$ cat src/rtl/timer_pkg.sv
// timer_pkg: shared state/mode encodings and parameter limits for the programmable period timer
package timer_pkg;
  typedef enum logic [1:0] {IDLE, RUN, DONE} tmr_state_e;
  typedef enum logic {MODE_PERIODIC, MODE_ONESHOT} tmr_mode_e;
  localparam int CNT_W_MIN = 2;
  localparam int CNT_W_MAX = 64;
  localparam int DIV_W_MIN = 1;
  localparam int DIV_W_MAX = 16;
endpackage

$ cat src/rtl/tmr_prescaler.sv
// tmr_prescaler: counts 0..period while enabled, registered tick on each wrap
module tmr_prescaler #(
  parameter int CNT_W = 32
) (
  input  logic             clk,
  input  logic             rst,
  input  logic             clr,
  input  logic             en,
  input  logic [CNT_W-1:0] period,
  output logic             wrap,
  output logic             tick,
  output logic [CNT_W-1:0] cnt
);
  assign wrap = en && cnt == period;
  always_ff @(posedge clk) begin
    if (rst || clr) begin
      cnt  <= '0;
      tick <= 1'b0;
    end else if (en) begin
      cnt  <= wrap ? '0 : cnt + 1'b1;
      tick <= wrap;
    end else begin
      tick <= 1'b0;
    end
  end
endmodule

$ cat src/rtl/prog_period_timer.sv
// prog_period_timer: programmable prescaler + divider timer with toggle output and one-shot mode
module prog_period_timer
  import timer_pkg::*;
#(
  parameter int               CNT_W      = 32,
  parameter int               DIV_W      = 4,
  parameter logic [CNT_W-1:0] DEF_PERIOD = '1,
  parameter logic [DIV_W-1:0] DEF_DIV    = '1
) (
  input  logic             n0,
  input  logic             n1,
  input  logic             cfg_valid,
  output logic             cfg_ready,
  input  logic [CNT_W-1:0] cfg_period,
  input  logic [DIV_W-1:0] cfg_div,
  input  logic             cfg_oneshot,
  input  logic             start,
  input  logic             stop,
  output logic             tick,
  output logic             out_q,
  output logic             busy,
  output logic             done,
  output logic [CNT_W-1:0] cnt_q
);
  if (CNT_W < CNT_W_MIN || CNT_W > CNT_W_MAX || DIV_W < DIV_W_MIN || DIV_W > DIV_W_MAX) begin : g_bad_width
    $error("prog_period_timer: CNT_W/DIV_W out of range");
  end
  tmr_state_e       state, nxt;
  tmr_mode_e        mode_r;
  logic [CNT_W-1:0] period_r;
  logic [DIV_W-1:0] div_r, sub;
  logic             wrap, en, clr, go, sub_wrap, cfg_acc;
  assign cfg_ready = state != RUN;
  assign busy      = state == RUN;
  assign done      = state == DONE;
  assign cfg_acc   = cfg_valid && cfg_ready;
  assign go        = start && !stop && state != RUN;
  // stop suppresses a same-edge terminal count, so it gates the prescaler enable
  assign en        = state == RUN && !stop;
  assign clr       = go || (state == RUN && stop);
  assign sub_wrap  = wrap && sub == div_r;
  always_comb begin
    nxt = state;
    if (state == RUN)
      nxt = stop ? IDLE : (sub_wrap && mode_r == MODE_ONESHOT) ? DONE : RUN;
    else
      nxt = stop ? IDLE : start ? RUN : state;
  end
  always_ff @(posedge n0) begin
    if (n1) begin
      state    <= IDLE;
      period_r <= DEF_PERIOD;
      div_r    <= DEF_DIV;
      mode_r   <= MODE_PERIODIC;
      sub      <= '0;
      out_q    <= 1'b0;
    end else begin
      state <= nxt;
      if (cfg_acc) begin
        period_r <= cfg_period;
        div_r    <= cfg_div;
        mode_r   <= tmr_mode_e'(cfg_oneshot);
      end
      if (clr) sub <= '0;
      else if (wrap) sub <= sub_wrap ? '0 : sub + 1'b1;
      if (sub_wrap) out_q <= ~out_q;
    end
  end
  tmr_prescaler #(.CNT_W(CNT_W)) u_pre (
    .clk   (n0),
    .rst   (n1),
    .clr   (clr),
    .en    (en),
    .period(period_r),
    .wrap  (wrap),
    .tick  (tick),
    .cnt   (cnt_q)
  );
endmodule

$ cat config.mk
export PLATFORM = sky130hd
export DESIGN_NAME = prog_period_timer
export DESIGN_NICKNAME = d
export VERILOG_FILES = /design/src/rtl/timer_pkg.sv /design/src/rtl/tmr_prescaler.sv /design/src/rtl/prog_period_timer.sv
export SDC_FILE = /design/constraint.sdc
export NUM_CORES = 1
export LEC_CHECK = 0
export CORE_ASPECT_RATIO = 1.1
export CORE_UTILIZATION = 52
export CTS_BUF_LIST = sky130_fd_sc_hd__clkbuf_4
export CTS_CLUSTER_SIZE = 10
export DETAILED_ROUTE_END_ITERATION = 6
export PLACE_DENSITY = 0.82
export SLEW_MARGIN = 5
export SYNTH_ARGS = -nofsm -noshare
export SYNTH_HDL_FRONTEND = slang
export SYNTH_SLANG_ARGS = --single-unit
$ cat constraint.sdc
create_clock -name n0 -period 2.6 [get_ports n0]
set_input_delay 0.52 -clock n0 [delete_from_list [all_inputs] [get_ports n0]]
set_output_delay 0.52 -clock n0 [all_outputs]
set_load 0.005 [all_outputs]
==> results of run 1 <==
[metal layers]
layer,share of wire [%],GRT usage (%)
met5,0,0
met4,2.9,13.31
met3,3.5,4.124
met2,49,43.32
met1,45,30.92
[worst max-delay path: stages, from the launching register on]
cell and delay, ns:
dfxtp_1 0.39, nor2b_1 0.40, inv_1 0.13, clkdlybuf4s50_1 0.47
[registers in the layout (all words and copies together), names as in the netlist]
name	flops
div_r	4
mode_r	1
out_q	1
period_r	32
state	2
sub	4
u_pre.cnt	32
u_pre.tick	1
[power groups by stage]
stage                     clock network (mW)  registers [mW]  logic (mW)
after floorplan                            0            1.28       0.142
after global placement                     0            1.28       0.247
after detailed placement                   0            1.28       0.252
after CTS                              0.605            1.26       0.253
after global routing                   0.668            1.26       0.276
final                                  0.596            1.26       0.252
[cells in the final DEF, fill, tap and decap left out, drive strengths merged, types with 2 or more instances in the layout]
cell type and n:
and2 4, nand3b 36, nand4 17, nor3 6, dfxtp 77, nor4 3, nor3b 3, or3 2
nand3 14, xnor2 39, and3 4, ha 2, or2 2, clkbuf 10, xor2 24, a21oi 6
buf 11, nor2b 2, nor2 39, o211ai 2, and4 5, o21ai 3, inv 2, clkdlybuf4s50 78
nand2 94, o31ai 3, nand2b 3, clkinv 5
[stage by stage]
step | utilization (%) | power [mW]
4_1_cts | 69.30 | 2.116
2_1_floorplan | - | 1.419
5_1_grt | 69.30 | 2.208
6_report | 69.30 | 2.105
3_3_place_gp | 67.70 | 1.529
3_5_place_dp | 67.70 | 1.537
[cell type report]
cell class	instances	area, um2
fill	541	2024
clock inverter	6	30.03
tap	82	102.6
sequential	77	1541
inverter	2	7.507
clock buffer	10	75.07
multi-input combinational	319	1937
timing repair buffer	89	875.8
[logic make-up after synthesis]
group / after synthesis / share of synthesized area [%]
AO/OA/AOI/OAI: 17 / 3.192
XOR/XNOR: 63 / 15.47
adder cells (fa/ha/maj): 2 / 0.7014
buffers and inverters: 20 / 2.490
flip-flops: 77 / 43.21
multiplexers: 1 / 0.2806
AND/OR/NAND/NOR: 236 / 34.65
[worst paths after layout]
kind,start,endpoint,depth (start not counted)
worst max-delay path,state[0],cfg_ready,3
worst max register to register,u_pre.cnt[7],sub[2],7
worst min register to register,mode_r,mode_r,2
worst min-delay path,mode_r,mode_r,2
==> summary.txt, run 1 <==
GRT Total Usage -> 25.50%
Most frequent cell after synthesis -> nand2_1
Post-DP Area -> 0.004464 mm2
TritonCTS clock tree -> yes
Antenna Nets Post-Route -> 0
Post-route cell area -> 0.004569 mm2
Initial antenna violation count -> 0
DP Wirelength -> 6.165 mm
Clock power share -> 28.3%
Vias in the first global route -> 2939
CORE AREA -> 0.006594 mm2
# hold bufs at CTS -> 0
Finished Layout Cells -> 585
Top cell type's share of synthesized area -> 43.21%
Period minus WS final -> 2.321 ns
Status -> complete, no violations
Register bit total from synthesis -> 77
CTS Sinks -> 77
Top cells by count, synth -> nand2_1 (94), dfxtp_1 (77), nor2_1 (39), xnor2_1 (39), nand3b_1 (36)
Vias per inst -> 5.262
IO Count -> 79
Cell Int Power -> 1.559 mW
Switching power -> 0.5463 mW
Final global-route overflow total -> 0
Die Y -> 88.87 um
Seq pwr share -> 59.7%
Initial Util -> 54.10%
Placed insts -> 569
Yosys cell types -> 38
Pleak -> 1.683 nW
Synthesized area -> 0.003567 mm2
Async S/R FF share, synth -> 0%
Root Buffer -> clkbuf_4
N_diodes -> 0
Area Growth Syn to Fin -> 28.10%
Data required, critical path -> 2.08 ns
DP Worst Slack -> 0.01350 ns
Startpoint Class -> register
Clock Skew -> 0.01726 ns
First-pass iteration count of the detailed router -> 4
Syn_area_per_cell -> 8.575 um2
Share of the cycle needed by the critical path after routing -> 89.25%
Post-CTS setup repair buffer count -> 0
Global-route wire length before repair -> 13.70 mm
RSZ-0062 raised after global routing -> false
Synth top area cells -> dfxtp_1 (43%), nand2_1 (9.9%), xnor2_1 (9.6%)
Pins Over Slew Limit -> 0
Min-delay worst type -> reg2reg
FP Rows -> 31
Hold slack -> 0.4661 ns
Final Worst Setup Slack -> 0.2795 ns
Setup TNS -> 0 ns
Primary FF master, synth -> dfxtp_1
Ratio of cells with drive above 1 in the final layout -> 6.362%
I/O Buffers -> 78
DR vias -> 3078
R2R Setup Slk -> 0.32 ns
Switching share of total power -> 25.95%
Share of the yosys chip area belonging to registers -> 43.21%
Clock Latency Late Sink -> 0.42 ns
# setup viols final -> 0
Highest Clock Rate -> 430.9 MHz
Width of the chip -> 80.97 um
Logic pwr share -> 12.0%
Iteration-0 DRC Markers -> 238
Average wire per standard cell -> 14.38 um
Synth Net Count -> 460
Critical Path Fanout Max -> 6
Die area -> 0.007195 mm2
Final WL -> 8.412 mm
Clock Tree Buf Depth -> 2
CP Class -> reg2out
H-tree Lvls -> 3
Largest net degree at the start of global routing -> 38
CTS Buf Count -> 9
Power density over the cells -> 460.7 mW/mm2
Worst slew pin tran -> 0.4273 ns
Final Hold Vio Count -> 0
EDFF count, synth -> 0
Ys Warns -> 0
Worst slew margin -> 71.45%
Clock transition at the registers of the reported paths -> 0.11 ns
Max-cap viol count -> 0
Routability Congestion -> 0.8395
Nets -> 542
# DRC -> 0
Max VDD drop -> 0.2915 mV
CP arrival -> 1.80 ns
Post-cts gate resize count -> 0
Mapped Cells -> 416
Worst Setup End Kind -> primary output
Leading area contributor after synthesis -> dfxtp_1
(Power assumes the default switching activity.)
==> run 2, diff against run 1 <==
==> constraint.sdc (replaced) <==
create_clock -name n0 -period 2.25 [get_ports n0]
set_input_delay 0.45 -clock n0 [delete_from_list [all_inputs] [get_ports n0]]
set_output_delay 0.45 -clock n0 [all_outputs]
set_load 0.005 [all_outputs]
==> summary.txt, run 2 (same netlist as run 1, synthesis figures left out) <==
Largest net degree at the start of global routing -> 38 (unchanged)
Area Growth Syn to Fin -> 32.44%
Period minus WS final -> 2.099 ns
I/O Buffers -> 78 (unchanged)
Share of the cycle needed by the critical path after routing -> 93.28%
Final Hold Vio Count -> 0 (unchanged)
Status -> complete, no violations
R2R Setup Slk -> 0.26 ns (-0.06 ns)
Seq pwr share -> 56.3% (-3.4 points)
Nets -> 558 (+3.0%)
Worst Setup End Kind -> primary output
GRT Total Usage -> 26.43% (+0.93 points)
FP Rows -> 31 (unchanged)
Logic pwr share -> 11.4% (-0.6 points)
Switching power -> 0.6594 mW (+21%)
Worst reg2reg path depth -> 7 (unchanged)
CTS Sinks -> 77 (unchanged)
Largest regs -> period_r x32, u_pre.cnt x32
CP startpoint -> state[0]
DP Worst Slack -> -0.1669 ns (-0.1804 ns)
Min-delay worst type -> reg2reg
Pins Over Slew Limit -> 0 (unchanged)
Clock Latency Late Sink -> 0.42 ns (about the same)
Width of the chip -> 80.97 um (unchanged)
Root Buffer -> clkbuf_4
CP Depth -> 3 (unchanged)
Data required, critical path -> 1.80 ns (-0.28 ns)
Post-route cell area -> 0.004725 mm2 (+3.4%)
Initial Util -> 54.10% (unchanged)
Util after Layout -> 71.65% (+2.4 points)
Most common cell after layout, fill and taps aside -> nand2_1
CP Class -> reg2out
Worst slew pin tran -> 0.4078 ns (-0.01952 ns)
N_diodes -> 0 (unchanged)
IO Count -> 79 (unchanged)
Average wire per standard cell -> 14.82 um (+3.1%)
Die area -> 0.007195 mm2 (unchanged)
Top cell family by delay on the critical path -> buffers and inverters
Cell Int Power -> 1.926 mW (+24%)
DR vias -> 3226 (+4.8%)
Clock transition at the registers of the reported paths -> 0.12 ns (about the same)
Die Y -> 88.87 um (unchanged)
CP arrival -> 1.65 ns (-0.15 ns)
RSZ-0062 raised after global routing -> false
Global-route wire length before repair -> 14.12 mm (+3.1%)
Highest Clock Rate -> 476.5 MHz
Clock Tree Buf Depth -> 2 (unchanged)
DP Wirelength -> 6.570 mm (+6.6%)
Final Worst Setup Slack -> 0.1512 ns (-0.1283 ns)
Iteration-0 DRC Markers -> 168 (-29%)
Fill count -> 517 (-4.4%)
H-tree Lvls -> 3 (unchanged)
Routability Congestion -> 0.8902 (+6.0%)
Antenna Nets Post-Route -> 0 (unchanged)
# DRC -> 0 (unchanged)
Clock Skew -> 0.02144 ns (+0.004178 ns)
Post-DP Area -> 0.004584 mm2 (+2.7%)
Vias in the first global route -> 3044 (+3.6%)
Switching share of total power -> 25.51% (-0.44 points)
Crit path capture -> cfg_ready
Post-cts gate resize count -> 0 (unchanged)
CORE AREA -> 0.006594 mm2 (unchanged)
Power density over the cells -> 547.2 mW/mm2 (+19%)
Final WL -> 8.908 mm (+5.9%)
Commonest non-fill, non-tap cells in the layout -> nand2_1 (94), clkdlybuf4s50_1 (78), dfxtp_1 (77)
Reg-to-reg endpoint -> sub[0]
Final global-route overflow total -> 0 (unchanged)
Crit path largest cell delay -> 0.45 ns (-0.02 ns)
Hold slack -> 0.4709 ns (+0.004749 ns)
Post-CTS setup repair buffer count -> 0 (unchanged)
Max VDD drop -> 0.4272 mV (+47%)
Worst slew margin -> 72.81% (+1.4 points)
Vias per inst -> 5.368 (+2.0%)
Pleak -> 1.775 nW (+5.4%)
Ratio of cells with drive above 1 in the final layout -> 9.634% (+3.3 points)
Startpoint Class -> register
Reg-to-reg startpoint -> period_r[7]
# setup viols final -> 0 (unchanged)
Crit path buf inv count -> 2 (unchanged)
Max-cap viol count -> 0 (unchanged)
CTS Buf Count -> 9 (unchanged)
Setup TNS -> 0 ns (unchanged)
Critical Path Fanout Max -> 6 (unchanged)
Clock power share -> 32.4% (+4.1 points)
CP Cell Sequence -> nor2b_2 -> inv_1 -> clkdlybuf4s50_1
First-pass iteration count of the detailed router -> 6 (+2)
Initial antenna violation count -> 0 (unchanged)
Crit-path slowest cell -> clkdlybuf4s50_1
TritonCTS clock tree -> yes
# hold bufs at CTS -> 0 (unchanged)
run 2: layer usage:
metal,share of wire (%),up-vias,global-route usage (%),wire length (um)
met4,2.1,0,12.18,191
met3,4.1,18,3.299,364
met5,0,-,0,0
met2,50,101,46.22,4491
li1,-,1592,-,-
met1,43,1515,32.20,3860
run 2: how the worst min path moves through the flow:
stage            from     end  slack [ns]  cells past startpoint
2_1_floorplan  mode_r  mode_r        0.44                      2
3_3_place_gp   mode_r  mode_r        0.44                      2
3_5_place_dp   mode_r  mode_r        0.45                      2
4_1_cts        mode_r  mode_r        0.47                      2
5_1_grt        mode_r  mode_r        0.51                      2
6_report       mode_r  mode_r        0.47                      2
run 2: cell type report:
class,count,area (um2),share of cell area (%)
repair buffers,105,996.0,21.08
clock buffers,10,75.07,1.589
well taps,82,102.6,2.172
clock inverters,6,62.56,1.324
flip-flops and latches,77,1541,32.63
inverters,2,7.507,0.1589
multi-input cells,319,1939,41.05
run 2: worst min-delay path, delay by kind of cell (launching register included):
kind / cells / cell delay, ns
DFF: 1 / 0.33
and+or+nand+nor: 1 / 0.05
AOI/OAI and AO/OA: 1 / 0.05
run 2: power groups by stage:
stage	Sequential, mW	Clock, mW	Combinational [mW]
floorplan	1.48	0	0.164
global placement	1.48	0	0.286
detailed placement	1.49	0	0.294
CTS	1.45	0.843	0.296
global route	1.46	0.904	0.323
finish	1.45	0.837	0.294
run 2: stage by stage:
step,cells,power (mW)
detailed placement,585,1.779
floorplan,416,1.640
CTS,601,2.594
global placement,585,1.769
global route,601,2.688
finish,601,2.585
